--- config.mk ---
export PLATFORM = sky130hd
export DESIGN_NAME = divisor_8bits
export DESIGN_NICKNAME = d
export VERILOG_FILES = /design/src/rtl/divisor_8bits_pkg.sv /design/src/rtl/divisor_8bits_subtrator.sv /design/src/rtl/divisor_8bits.sv
export SDC_FILE = /design/constraint.sdc
export NUM_CORES = 1
export LEC_CHECK = 0
export ABC_AREA = 1
export BUFFER_PORTS_ARGS = -buffer_cell sky130_fd_sc_hd__buf_2
export CAP_MARGIN = 20
export CORE_MARGIN = 1
export CORE_UTILIZATION = 45
export DETAILED_ROUTE_END_ITERATION = 6
export PLACE_DENSITY = 0.62
export SKIP_LAST_GASP = 1
export SYNTH_ARGS = -nofsm -noshare
export SYNTH_HDL_FRONTEND = slang
export SYNTH_SLANG_ARGS = --single-unit
--- constraint.sdc ---
create_clock -name clk -period 3.9 [get_ports clk]
set_input_delay 0 -clock clk [delete_from_list [all_inputs] [get_ports clk]]
set_output_delay 0 -clock clk [all_outputs]
set_load 0.01 [all_outputs]
--- src/rtl/divisor_8bits_pkg.sv ---
// divisor_8bits shared definitions.
// State encoding, iteration count and div-by-zero quotient.
package divisor_8bits_pkg;

  typedef enum logic [1:0] {
    IDLE = 2'd0,
    CALC = 2'd1,
    DONE = 2'd2
  } state_t;

  localparam int         ITER    = 8;
  localparam logic [2:0] LAST_IT = 3'(ITER - 1);
  localparam logic [7:0] DIVZ_Q  = 8'hFF;

endpackage

--- src/rtl/divisor_8bits_subtrator.sv ---
// Ripple subtractor built from full-adder cells.
// S = A + ~B + 1; B_out is high when A < B.
module full_adder (
  input  logic a,
  input  logic b,
  input  logic ci,
  output logic s,
  output logic co
);

  assign s  = a ^ b ^ ci;
  assign co = (a & b) | (ci & (a ^ b));

endmodule

module subtrator_8bits (
  input  logic [7:0] A,
  input  logic [7:0] B,
  output logic [7:0] S,
  output logic       B_out
);

  logic [8:0] c;

  assign c[0] = 1'b1;

  for (genvar i = 0; i < 8; i++) begin : g_fa
    full_adder u_fa (
      .a  (A[i]),
      .b  (~B[i]),
      .ci (c[i]),
      .s  (S[i]),
      .co (c[i+1])
    );
  end

  assign B_out = ~c[8];

endmodule

--- src/rtl/divisor_8bits.sv ---
// 8-bit restoring divider, one quotient bit per clock.
// start/busy/done handshake, results held until next completion.
module divisor_8bits
  import divisor_8bits_pkg::*;
(
  input  logic       clk,
  input  logic       rst_n,
  input  logic       start,
  input  logic [7:0] A,
  input  logic [7:0] B,
  output logic [7:0] Q,
  output logic [7:0] R,
  output logic       busy,
  output logic       done,
  output logic       div_zero
);

  state_t     state, nxt;
  logic [7:0] a_sh;
  logic [7:0] b_reg;
  logic [7:0] p;
  logic [7:0] q_acc;
  logic [2:0] cnt;
  logic [8:0] t;
  logic [7:0] diff;
  logic       brw;
  logic       take;
  logic       accept;

  // P stays below B, so it never needs its ninth bit between steps
  assign t = {p, a_sh[7]};

  subtrator_8bits u_sub (
    .A     (t[7:0]),
    .B     (b_reg),
    .S     (diff),
    .B_out (brw)
  );

  assign take   = t[8] | ~brw;
  assign accept = start & ((state == IDLE) | (state == DONE));
  assign busy   = (state == CALC);
  assign done   = (state == DONE);

  always_ff @(posedge clk or negedge rst_n) begin
    if (!rst_n) state <= IDLE;
    else        state <= nxt;
  end

  always_comb begin
    nxt = state;
    unique case (state)
      IDLE: begin
        if (start) nxt = (B == 8'd0) ? DONE : CALC;
      end
      CALC: begin
        if (cnt == LAST_IT) nxt = DONE;
      end
      DONE: begin
        if (start) nxt = (B == 8'd0) ? DONE : CALC;
        else       nxt = IDLE;
      end
      default: nxt = IDLE;
    endcase
  end

  always_ff @(posedge clk or negedge rst_n) begin
    if (!rst_n) begin
      a_sh     <= '0;
      b_reg    <= '0;
      p        <= '0;
      q_acc    <= '0;
      cnt      <= '0;
      Q        <= '0;
      R        <= '0;
      div_zero <= 1'b0;
    end else if (accept) begin
      a_sh  <= A;
      b_reg <= B;
      p     <= '0;
      q_acc <= '0;
      cnt   <= '0;
      if (B == 8'd0) begin
        Q        <= DIVZ_Q;
        R        <= A;
        div_zero <= 1'b1;
      end
    end else if (state == CALC) begin
      a_sh  <= {a_sh[6:0], 1'b0};
      p     <= take ? diff : t[7:0];
      q_acc <= {q_acc[6:0], take};
      cnt   <= cnt + 3'd1;
      if (cnt == LAST_IT) begin
        Q        <= {q_acc[6:0], take};
        R        <= take ? diff : t[7:0];
        div_zero <= 1'b0;
      end
    end
  end

endmodule

======== Yosys cells after proc, flatten, opt, wreduce, memory -nomap -nowiden ========
Cells that the tools add are included.
storage, ports and cells
  register bits after elaboration ......... 53
  input bits .............................. 19
  output and inout port bits .............. 19
  word-level logic and storage cells ...... 98
cells by class
  add/subtract/negate cells ............... 1
  equality and inequality tests ........... 6
  mux-type cells .......................... 26
  bitwise logic cells ..................... 50
  reductions and logical operators ........ 6
operators by type and width
  kind                                                                      number
  8-bit 2-to-1 mux                                                          13
  1-bit bitwise AND                                                         16
  1-bit bitwise XOR                                                         15
  7-bit 2-to-1 mux                                                          2
  1-bit OR                                                                  10
  1-bit NOT                                                                 9
  8-bit zero test                                                           1
  2-bit 2-to-1 mux                                                          4
  3-bit 2-to-1 mux                                                          2
  2-bit case mux with 3 select lines                                        1
  1-bit 2-to-1 mux                                                          4
  2-bit by 1-bit inequality test with 1-bit output (second input constant)  2
  2-bit nonzero test                                                        2
  3-bit by 1-bit adder with 3-bit output (second input constant)            1
  3-bit equality test (second input constant)                               1
  3-bit AND reduction                                                       1
  2-bit by 1-bit equality test with 1-bit output (second input constant)    1
  2-bit equality test (second input constant)                               1
  2-bit zero test                                                           1
  2-bit inequality test (second input constant)                             1
  2-bit AND reduction                                                       1

======== Depth between registers and ports, before layout ========
Gate-level depths: netlist of the first run.
  depth after elaboration ................. 22
  gate-level depth with buffers ........... 18
  gate-level depth less buffers ........... 18

======== By module ========
From an unflattened synthesis of the first run, not the netlist that was laid out.
second synthesis, totals
  cell total of the unflattened synthesis .. 268
  area total of the unflattened synthesis .. 2575.0 um^2
modules (own cells, without submodules)
  module           instances  cells each  area an instance (um^2)  sequential area each (um^2)
  divisor_8bits    1          250         2377.3                   1326.3
  full_adder       8          1           20.0                     0.0
  subtrator_8bits  1          10          37.5                     0.0

======== Worst setup path before layout of the first run ========
OpenSTA, ideal clock, no wires.
  kind .................................... reg2reg
  from .................................... register b_reg[0]
  to ...................................... register R[7]
  setup time .............................. 0.117 ns
  arrival ................................. 3.370 ns
  data required time ...................... 3.783 ns
  slack ................................... 0.413 ns
  stages on the path, launching flop included .. 16
  path buffers ............................ 0
  clock period less this slack ............ 3.487 ns
  cell sequence ........................... dfrtp_1 ha_1 fa_1 fa_1 inv_1 fa_1 fa_1 inv_1 fa_1 fa_1 inv_1 fa_1 nand3_1 nand3_1 nand3_1 nand2_1
on the way
  word-level cells in the longest chain between the ends .. 22
  elaborated cells between the ends (all ways) .. 24
  classes of those cells .................. mux (4); bitwise (20)
ends and longest elaborated chain
  element                                                        line                           RTL
  start: declaration                                             divisor_8bits.sv:20            logic [7:0] b_reg;
  start signal: assignment                                       divisor_8bits.sv:70            b_reg <= '0;
  start signal: assignment                                       divisor_8bits.sv:79            b_reg <= B;
  1-bit NOT *                                                    divisor_8bits_subtrator.sv:30  .b (~B[i]),
  1-bit bitwise AND / 1-bit bitwise XOR (equally long branches)  divisor_8bits_subtrator.sv:12  assign co = (a & b) | (ci & (a ^ b));
  1-bit OR *                                                     divisor_8bits_subtrator.sv:12
  1-bit bitwise AND *                                            divisor_8bits_subtrator.sv:12
  1-bit OR *                                                     divisor_8bits_subtrator.sv:12
  1-bit bitwise AND *                                            divisor_8bits_subtrator.sv:12
  1-bit OR *                                                     divisor_8bits_subtrator.sv:12
  1-bit bitwise AND *                                            divisor_8bits_subtrator.sv:12
  [... 6 more ...]                                               -
  1-bit OR *                                                     divisor_8bits_subtrator.sv:12
  1-bit bitwise AND                                              divisor_8bits_subtrator.sv:12
  1-bit OR                                                       divisor_8bits_subtrator.sv:12
  1-bit OR                                                       divisor_8bits.sv:40            assign take = t[8] | ~brw;
  8-bit 2-to-1 mux *                                             divisor_8bits.sv:95            R <= take ? diff : t[7:0];
  8-bit 2-to-1 mux *                                             divisor_8bits.sv:93            if (cnt == LAST_IT) begin
  8-bit 2-to-1 mux *                                             divisor_8bits.sv:88            end else if (state == CALC) begin
  8-bit 2-to-1 mux *                                             divisor_8bits.sv:77            end else if (accept) begin
  end signal: assignment                                         divisor_8bits.sv:95
  end: declaration                                               divisor_8bits.sv:12            output logic [7:0] R,
Mark *: on every way between the ends. The rest lies on a longest branch, timed or not. The select of a mux whose other input is x is not followed.
A chain may end at the register's enable or synchronous reset.

======== Worst setup path after layout of the first run ========
Ends and elaborated chain as after synthesis.

==> reports/metrics.yaml, run 1 <==
drt:
  wire_per_inst_um: 14.2
  detailed_router_s_first_iteration_violation_count: 175
  via_per_inst: 5.12
  dr_total_vias: 2064
  drt_pre_antenna_iters: 4
  post-route-drc-count: 0
  totalWireLength_mm: 5.73
  antenna_violation_net_count_after_detailed_routing: 0
floorplan:
  start_util_pct: 48.1
  core-area_sq_mm: 0.00527
  die_h_um: 77.0
  dieWidth_um: 77.0
  io-pin-count: 38
  placementRows: 26
  die_ar_sq_mm: 0.00593
finish:
  stdcell_area_sq_mm: 0.00302
  most-common-layout-cells: "73 x nand2_1, 53 x dfrtp_1, 37 x buf_2, 35 x nand3_1, 23 x inv_1"
  utilization_pct: 57.3
  drive_gt1_share_pct: 18.3
  final_common_cell: "nand2_1"
  num-fill-cells: 507
  num-nets-final: 361
  antenna-diode-count: 0
  layout_area_growth_over_synthesis_pct: 19.1
clock_tree:
  clock_tree.htree_level_count: 2
  cts.reportedPaths.clkPinSlew_ns: 0.09
  clock-sinks: 53
  clk_path_buf_depth: 2
  tritoncts: "done"
  source_to_sink_clock_delay_at_the_later_pin_of_the_worst_skew_pair_ns: 0.30
  number_of_clock_buffers_inserted_by_tritoncts: 5
  clock-root-buffer: "clkbuf_8"
place:
  detailed_place.area_sq_mm: 0.00276
  dp.final_hpwl_mm: 3.70
  port_buffers: 37
  globalplace.congestion: 0.835
synth:
  post_synth_num_cell_types: 24
  syn-num-nets: 310
  syn-cell-area_sq_mm: 0.00253
  synth.ff_latch_count: 53
  main_area_contributors_after_synthesis: "dfrtp_1 52%, nand2_1 11%, nand3_1 6.9%"
  yosysSeqAreaShare_pct: 52.3
  post-synth-top-area-cell: "dfrtp_1"
  syn-instance-count: 281
  syn-mean-instance-area_sq_um: 9.02
  synth_top_cell_area_share_pct: 52.3
  syn_warnings: 0
global_routing:
  grt_start_max_net_pins: 54
  overflow: 0
  grt.total_usage_pct: 21.3
  wire_length_of_the_first_global_routing_pass_mm: 9.76
  first_global_vias: 2048
  grt_antenna_before_repair: 0
timing:
  layout_min_cycle_time_ns: 3.69
  skew_ns: 0.00457
  max_slew_margin_pct: 55.6
  tns_ns: 0
  finalHoldViolCount: 0
  max_freq_ghz: 0.271
  setup_viol: 0
  final.period_utilization_pct: 94.6
  timing.final.max_slew_violations: 0
  tightestPinTransition_ns: 0.666
worst_setup_path:
  worst_path_cell_trace: "ha_1 > fa_2 > fa_1 > inv_1 > fa_2 > fa_1 > inv_1 > fa_1 > fa_1 > inv_1 > fa_2 > nand3_1 > nand3_1 > nand3_1 > nand2_1"
  setup_crit_start: "b_reg[0]"
  r2r_cells: 15
  crit_top_cell: "fa_1"
  crit_required_ns: 4.10
  critPathMaxFanout: 2
  crit_path_top_delay_cell: "fa_2"
  worst_path_largest_cell_delay_ns: 0.44
  critical_path.startpoint_type: "flop"
  data_arrival_critical_path_ns: 3.88
  regToRegStartpoint: "b_reg[0]"
  timing_worst_setup_path_type: "reg2reg"
  regToRegSetupSlack_ns: 0.21
  worst_setup_path_endpoint: "R[7]"
  endpoint_kind: "flop"
  rr_endpoint: "R[7]"
power:
  power_density_mw_per_mm2: 900
  power.static_leakage_uw: 0.00157
  vdd_drop_max_uv: 562
  totalPowerFinal_uw: 2720
status:
  run_status: "finished clean"
job:
  timing.max_cap.violations: 0
min_path:
  min-delay-path-class: "in2reg"
synthesized netlist by cell type:
master and number:
a21oi_1 7, a22o_1 2, a22oi_1 1, a31oi_1 8, buf_2 5, buf_4 3, buf_6 1, clkbuf_1 4
dfrtp_1 53, fa_1 7, ha_1 3, inv_1 23, inv_2 3, nand2_1 74, nand2_2 3, nand2_4 1
nand3_1 35, nand3b_1 5, nor2_1 21, nor2_2 2, nor2_8 1, o21ai_0 10, o21ai_4 1, o22ai_1 8
power breakdown:
part,internal (uW),switching (uW),total [uW],leakage [uW]
clock,128,170,298,0.0000395
combinational,555,899,1450,0.000877
sequential,816,147,964,0.000654
total,1500,1220,2720,0.00157
through the flow:
stage,worst slack (ns),std cells,hold slack [ns]
final,0.211,403,0.0573
after global routing,-0.00245,403,0.0553
after CTS,0.0579,403,0.0427
after detailed placement,0.119,379,0.164
after global placement,0.210,379,0.168
after floorplan,0.413,281,-0.296
layer usage:
metal / GRT usage [%] / part of all wire (%) / wire [um]
met3: 3.93 / 3.7 / 214
met5: 0 / 0 / 0
met1: 29.4 / 48 / 2780
met2: 34.1 / 47 / 2690
met4: 6.60 / 0.89 / 51
kinds of logic (layout without fill, tap and decap cells):
family | after synthesis | after routing | share of synthesized area [%]
buffers and inverters | 39 | 91 | 6.76
adders and majority gates | 10 | 10 | 7.01
AOI/OAI and AO/OA | 37 | 37 | 8.94
and+or+nand+nor | 142 | 142 | 24.9
DFF | 53 | 53 | 52.3
worst max-delay path, delay by kind of cell, from the launching register on:
kind	cells	cell delay, ns
adder cells (fa/ha/maj)	8	2.63
buffers and inverters	3	0.24
flip-flops	1	0.39
AND/OR/NAND/NOR	4	0.31
cell type report:
cell class	instances	area, sq um	share of cell area, %
flip-flops and latches	53	1330	43.9
inverters	26	97.6	3.23
multi-input cells	189	1050	34.8
repair buffers	57	375	12.4
well taps	70	87.6	2.90
clock buffers	8	80.1	2.65
what timing repair did:
item                                    in CTS  in global routing
resized for setup                            0                  5
hold buffers                                16                  0
endpoints found under the setup margin       0                 16
buffers inserted                             0                  0
endpoints found under the hold margin       68                  0
worst min path at each step:
stage / depth (start not counted) / to / start
after floorplan: 0 / Q[0] / rst_n
after global placement: 2 / b_reg[7] / rst_n
after detailed placement: 2 / p[5] / rst_n
after CTS: 3 / a_sh[7] / A[7]
after global routing: 3 / a_sh[7] / A[7]
final: 3 / a_sh[7] / A[7]
(Power assumes the default switching activity.)
==> run 2: changes to the inputs <==
--- a/config.mk
+++ b/config.mk
@@ -9,9 +9,10 @@
 export BUFFER_PORTS_ARGS = -buffer_cell sky130_fd_sc_hd__buf_2
 export CAP_MARGIN = 20
 export CORE_MARGIN = 1
-export CORE_UTILIZATION = 45
+export CORE_UTILIZATION = 56
 export DETAILED_ROUTE_END_ITERATION = 6
-export PLACE_DENSITY = 0.62
+export PLACE_DENSITY = 0.76
+export RECOVER_POWER = 25
 export SKIP_LAST_GASP = 1
 export SYNTH_ARGS = -nofsm -noshare
 export SYNTH_HDL_FRONTEND = slang
==> run 2 against run 1 <==
The run now ends with max-capacitance violations, max-slew violations left; total power up 4.8%; via count about the same; sequential power up 0.6%; combinational power about the same; core utilization up 12 points; worst setup slack worse by 0.053 ns; fmax down 1.4%; routed wire length down 2.3%; critical path depth up 3; clock power up 51%; cell count down 5.5%; critical endpoint unchanged; highest routed layer unchanged.
==> reports/metrics.yaml, run 2 (synthesized netlist as in run 1, its figures left out) <==
status:
  run_status: "finished with violations"  # was finished clean
  violations_in_the_final_reports: "max-capacitance violations, max-slew violations"
worst_setup_path:
  r2r_cells: 18  # was 15
  worst_path_largest_cell_delay_ns: 0.42  # was 0.44 ns
  data_arrival_critical_path_ns: 4.00  # was 3.88 ns
  path_depth: 18  # was 15
  crit_required_ns: 4.16  # was 4.10 ns
  critPathMaxFanout: 8  # was 2
  critical_path.startpoint_type: "flop"  # unchanged
  worst_path_cell_trace: "inv_1 > ha_1 > fa_2 > fa_1 > inv_1 > fa_1 > fa_1 > inv_1 > fa_1 > fa_1 > inv_1 > fa_2 > inv_1 > nand2_4 > nand3_1 > nand3_1 > nand3_1 > nand2_1"  # was ha_1 > fa_2 > fa_1 > inv_1 > fa_2 > fa_1 > inv_1 > fa_1 > fa_1 > inv_1 > fa_2 > nand3_1 > nand3_1 > nand3_1 > nand2_1
  regToRegSetupSlack_ns: 0.16  # was 0.21 ns
  rr_endpoint: "R[7]"  # unchanged
  regToRegStartpoint: "a_sh[7]"  # was b_reg[0]
  crit_path_top_delay_cell: "fa_1"  # was fa_2
  critical_path_buf_inv_count: 5  # was 3
  worst_setup_path_endpoint: "R[7]"  # unchanged
  cpLargestDelayFamily: "adder cells"  # unchanged
  endpoint_kind: "flop"  # unchanged
  setup_crit_start: "a_sh[7]"  # was b_reg[0]
  timing_worst_setup_path_type: "reg2reg"  # unchanged
floorplan:
  core-area_sq_mm: 0.00435  # was 0.00527 sq mm
  dieWidth_um: 69.3  # was 77.0 um
  placementRows: 24  # was 26
  start_util_pct: 58.2  # was 48.1%
  die_h_um: 69.3  # was 77.0 um
  die_ar_sq_mm: 0.00480  # was 0.00593 sq mm
  io-pin-count: 38  # unchanged
timing:
  timing.hold.ws_ns: 0.0268  # was 0.0573 ns
  tightestPinTransition_ns: 2.80  # was 0.666 ns
  setup_viol: 0  # unchanged
  finalHoldViolCount: 0  # unchanged
  max_slew_margin_pct: -86.5  # was 55.6%
  timing.final.max_slew_violations: 54  # was 0
  final.period_utilization_pct: 95.9  # was 94.6%
  layout_min_cycle_time_ns: 3.74  # was 3.69 ns
  skew_ns: 0.00671  # was 0.00457 ns
  max_freq_ghz: 0.267  # was 0.271 GHz
global_routing:
  wire_length_of_the_first_global_routing_pass_mm: 9.47  # was 9.76 mm
  grt.total_usage_pct: 25.1  # was 21.3%
  overflow: 0  # unchanged
  grt_antenna_before_repair: 0  # unchanged
  grt_start_max_net_pins: 54  # unchanged
  first_global_vias: 1977  # was 2,048
finish:
  num-fill-cells: 376  # was 507
  layout_area_growth_over_synthesis_pct: 18.7  # was 19.1%
  final_common_cell: "nand2_1"  # unchanged
  num-nets-final: 357  # was 361
  stdcell_area_sq_mm: 0.00301  # was 0.00302 sq mm
  drive_gt1_share_pct: 13.4  # was 18.3%
  most-common-layout-cells: "73 x nand2_1, 53 x dfrtp_1, 33 x nand3_1, 23 x inv_1, 21 x nor2_1"  # was 73 x nand2_1, 53 x dfrtp_1, 37 x buf_2, 35 x nand3_1, 23 x inv_1
  instances_no_fill: 381  # was 403
  antenna-diode-count: 0  # unchanged
drt:
  via_per_inst: 5.42  # was 5.12
  totalWireLength_mm: 5.60  # was 5.73 mm
  post-route-drc-count: 0  # unchanged
  antenna_violation_net_count_after_detailed_routing: 0  # unchanged
  drt_pre_antenna_iters: 5  # was 4
  dr_total_vias: 2065  # was 2,064
  wire_per_inst_um: 14.7  # was 14.2 um
  detailed_router_s_first_iteration_violation_count: 180  # was 175
power:
  vdd_drop_max_uv: 461  # was 562 uV
  power.static_leakage_uw: 0.00153  # was 0.00157 uW
  power_density_mw_per_mm2: 946  # was 900 mW/mm^2
place:
  dp.final_hpwl_mm: 3.62  # was 3.70 mm
  port_buffers: 37  # unchanged
  globalplace.congestion: 0.841  # was 0.835
  place_inst: 358  # was 379
  detailed_place.area_sq_mm: 0.00272  # was 0.00276 sq mm
clock_tree:
  clock-sinks: 53  # unchanged
  post-cts-setup-buffers: 0  # unchanged
  source_to_sink_clock_delay_at_the_later_pin_of_the_worst_skew_pair_ns: 0.32  # was 0.30 ns
  clock-root-buffer: "clkbuf_8"  # unchanged
  cts.reportedPaths.clkPinSlew_ns: 0.10  # was 0.09 ns
  clk_path_buf_depth: 2  # unchanged
  clock_tree.htree_level_count: 2  # unchanged
  number_of_clock_buffers_inserted_by_tritoncts: 5  # unchanged
  tritoncts: "done"  # unchanged
job:
  timing.max_cap.violations: 1  # was 0
min_path:
  min-delay-path-class: "in2reg"  # unchanged
[run 2: how the worst min path moves through the flow]
| stage | from | end | cells after the start |
|---|---|---|---|
| 2_1_floorplan | rst_n | Q[0] | 0 |
| 3_3_place_gp | rst_n | div_zero | 2 |
| 3_5_place_dp | rst_n | R[7] | 2 |
| 4_1_cts | A[2] | a_sh[2] | 3 |
| 5_1_grt | A[2] | a_sh[2] | 3 |
| 6_report | A[7] | a_sh[7] | 3 |
[run 2: area by class of cell]
cell class	instances	area [sq um]	area share (%)
sequential	53	1330	44.1
multi-input combinational	189	1060	35.4
timing repair buffer	53	318	10.6
inverter	26	97.6	3.24
clock buffer	5	68.8	2.29
clock inverter	3	68.8	2.29
tap	52	65.1	2.16
[run 2: repair_timing]
item / 4_1_cts / 5_1_grt
endpoints found under the hold margin: 67 / 0
gates resized for setup: 0 / 7
hold buffers: 15 / 0
endpoints found under the setup margin: 0 / 16
[run 2: tightest hold or removal path: cells and delay by family]
family	cells	cell delay, ns
buffers and inverters	1	0.10
AND/OR/NAND/NOR	1	0.12
AO/OA/AOI/OAI	1	0.08
[run 2: metal layers]
metal  track usage, %  share of wire [%]  up-vias
met5                0                  0        -
met4             6.80                1.1        0
met3             5.09                6.4        5
met2             37.9                 46       83
met1             37.3                 46      974
li1                 -                  -     1003
[run 2: through the flow]
step / setup TNS, ns / util [%] / power (uW) / worst slack [ns]
floorplan: 0 / - / 2020 / 0.413
global placement: 0 / 62.4 / 2310 / 0.156
detailed placement: 0 / 62.4 / 2350 / 0.0689
CTS: 0 / 69.0 / 2810 / 0.0455
global route: -0.0975 / 69.1 / 3100 / -0.0406
finish: 0 / 69.1 / 2850 / 0.158
[run 2: power by group]
part,internal [uW],total [uW],switching (uW),leakage (uW)
combinational,523,1430,904,0.000805
sequential,816,970,154,0.000654
clock,258,449,191,0.0000687
total,1600,2850,1250,0.00153
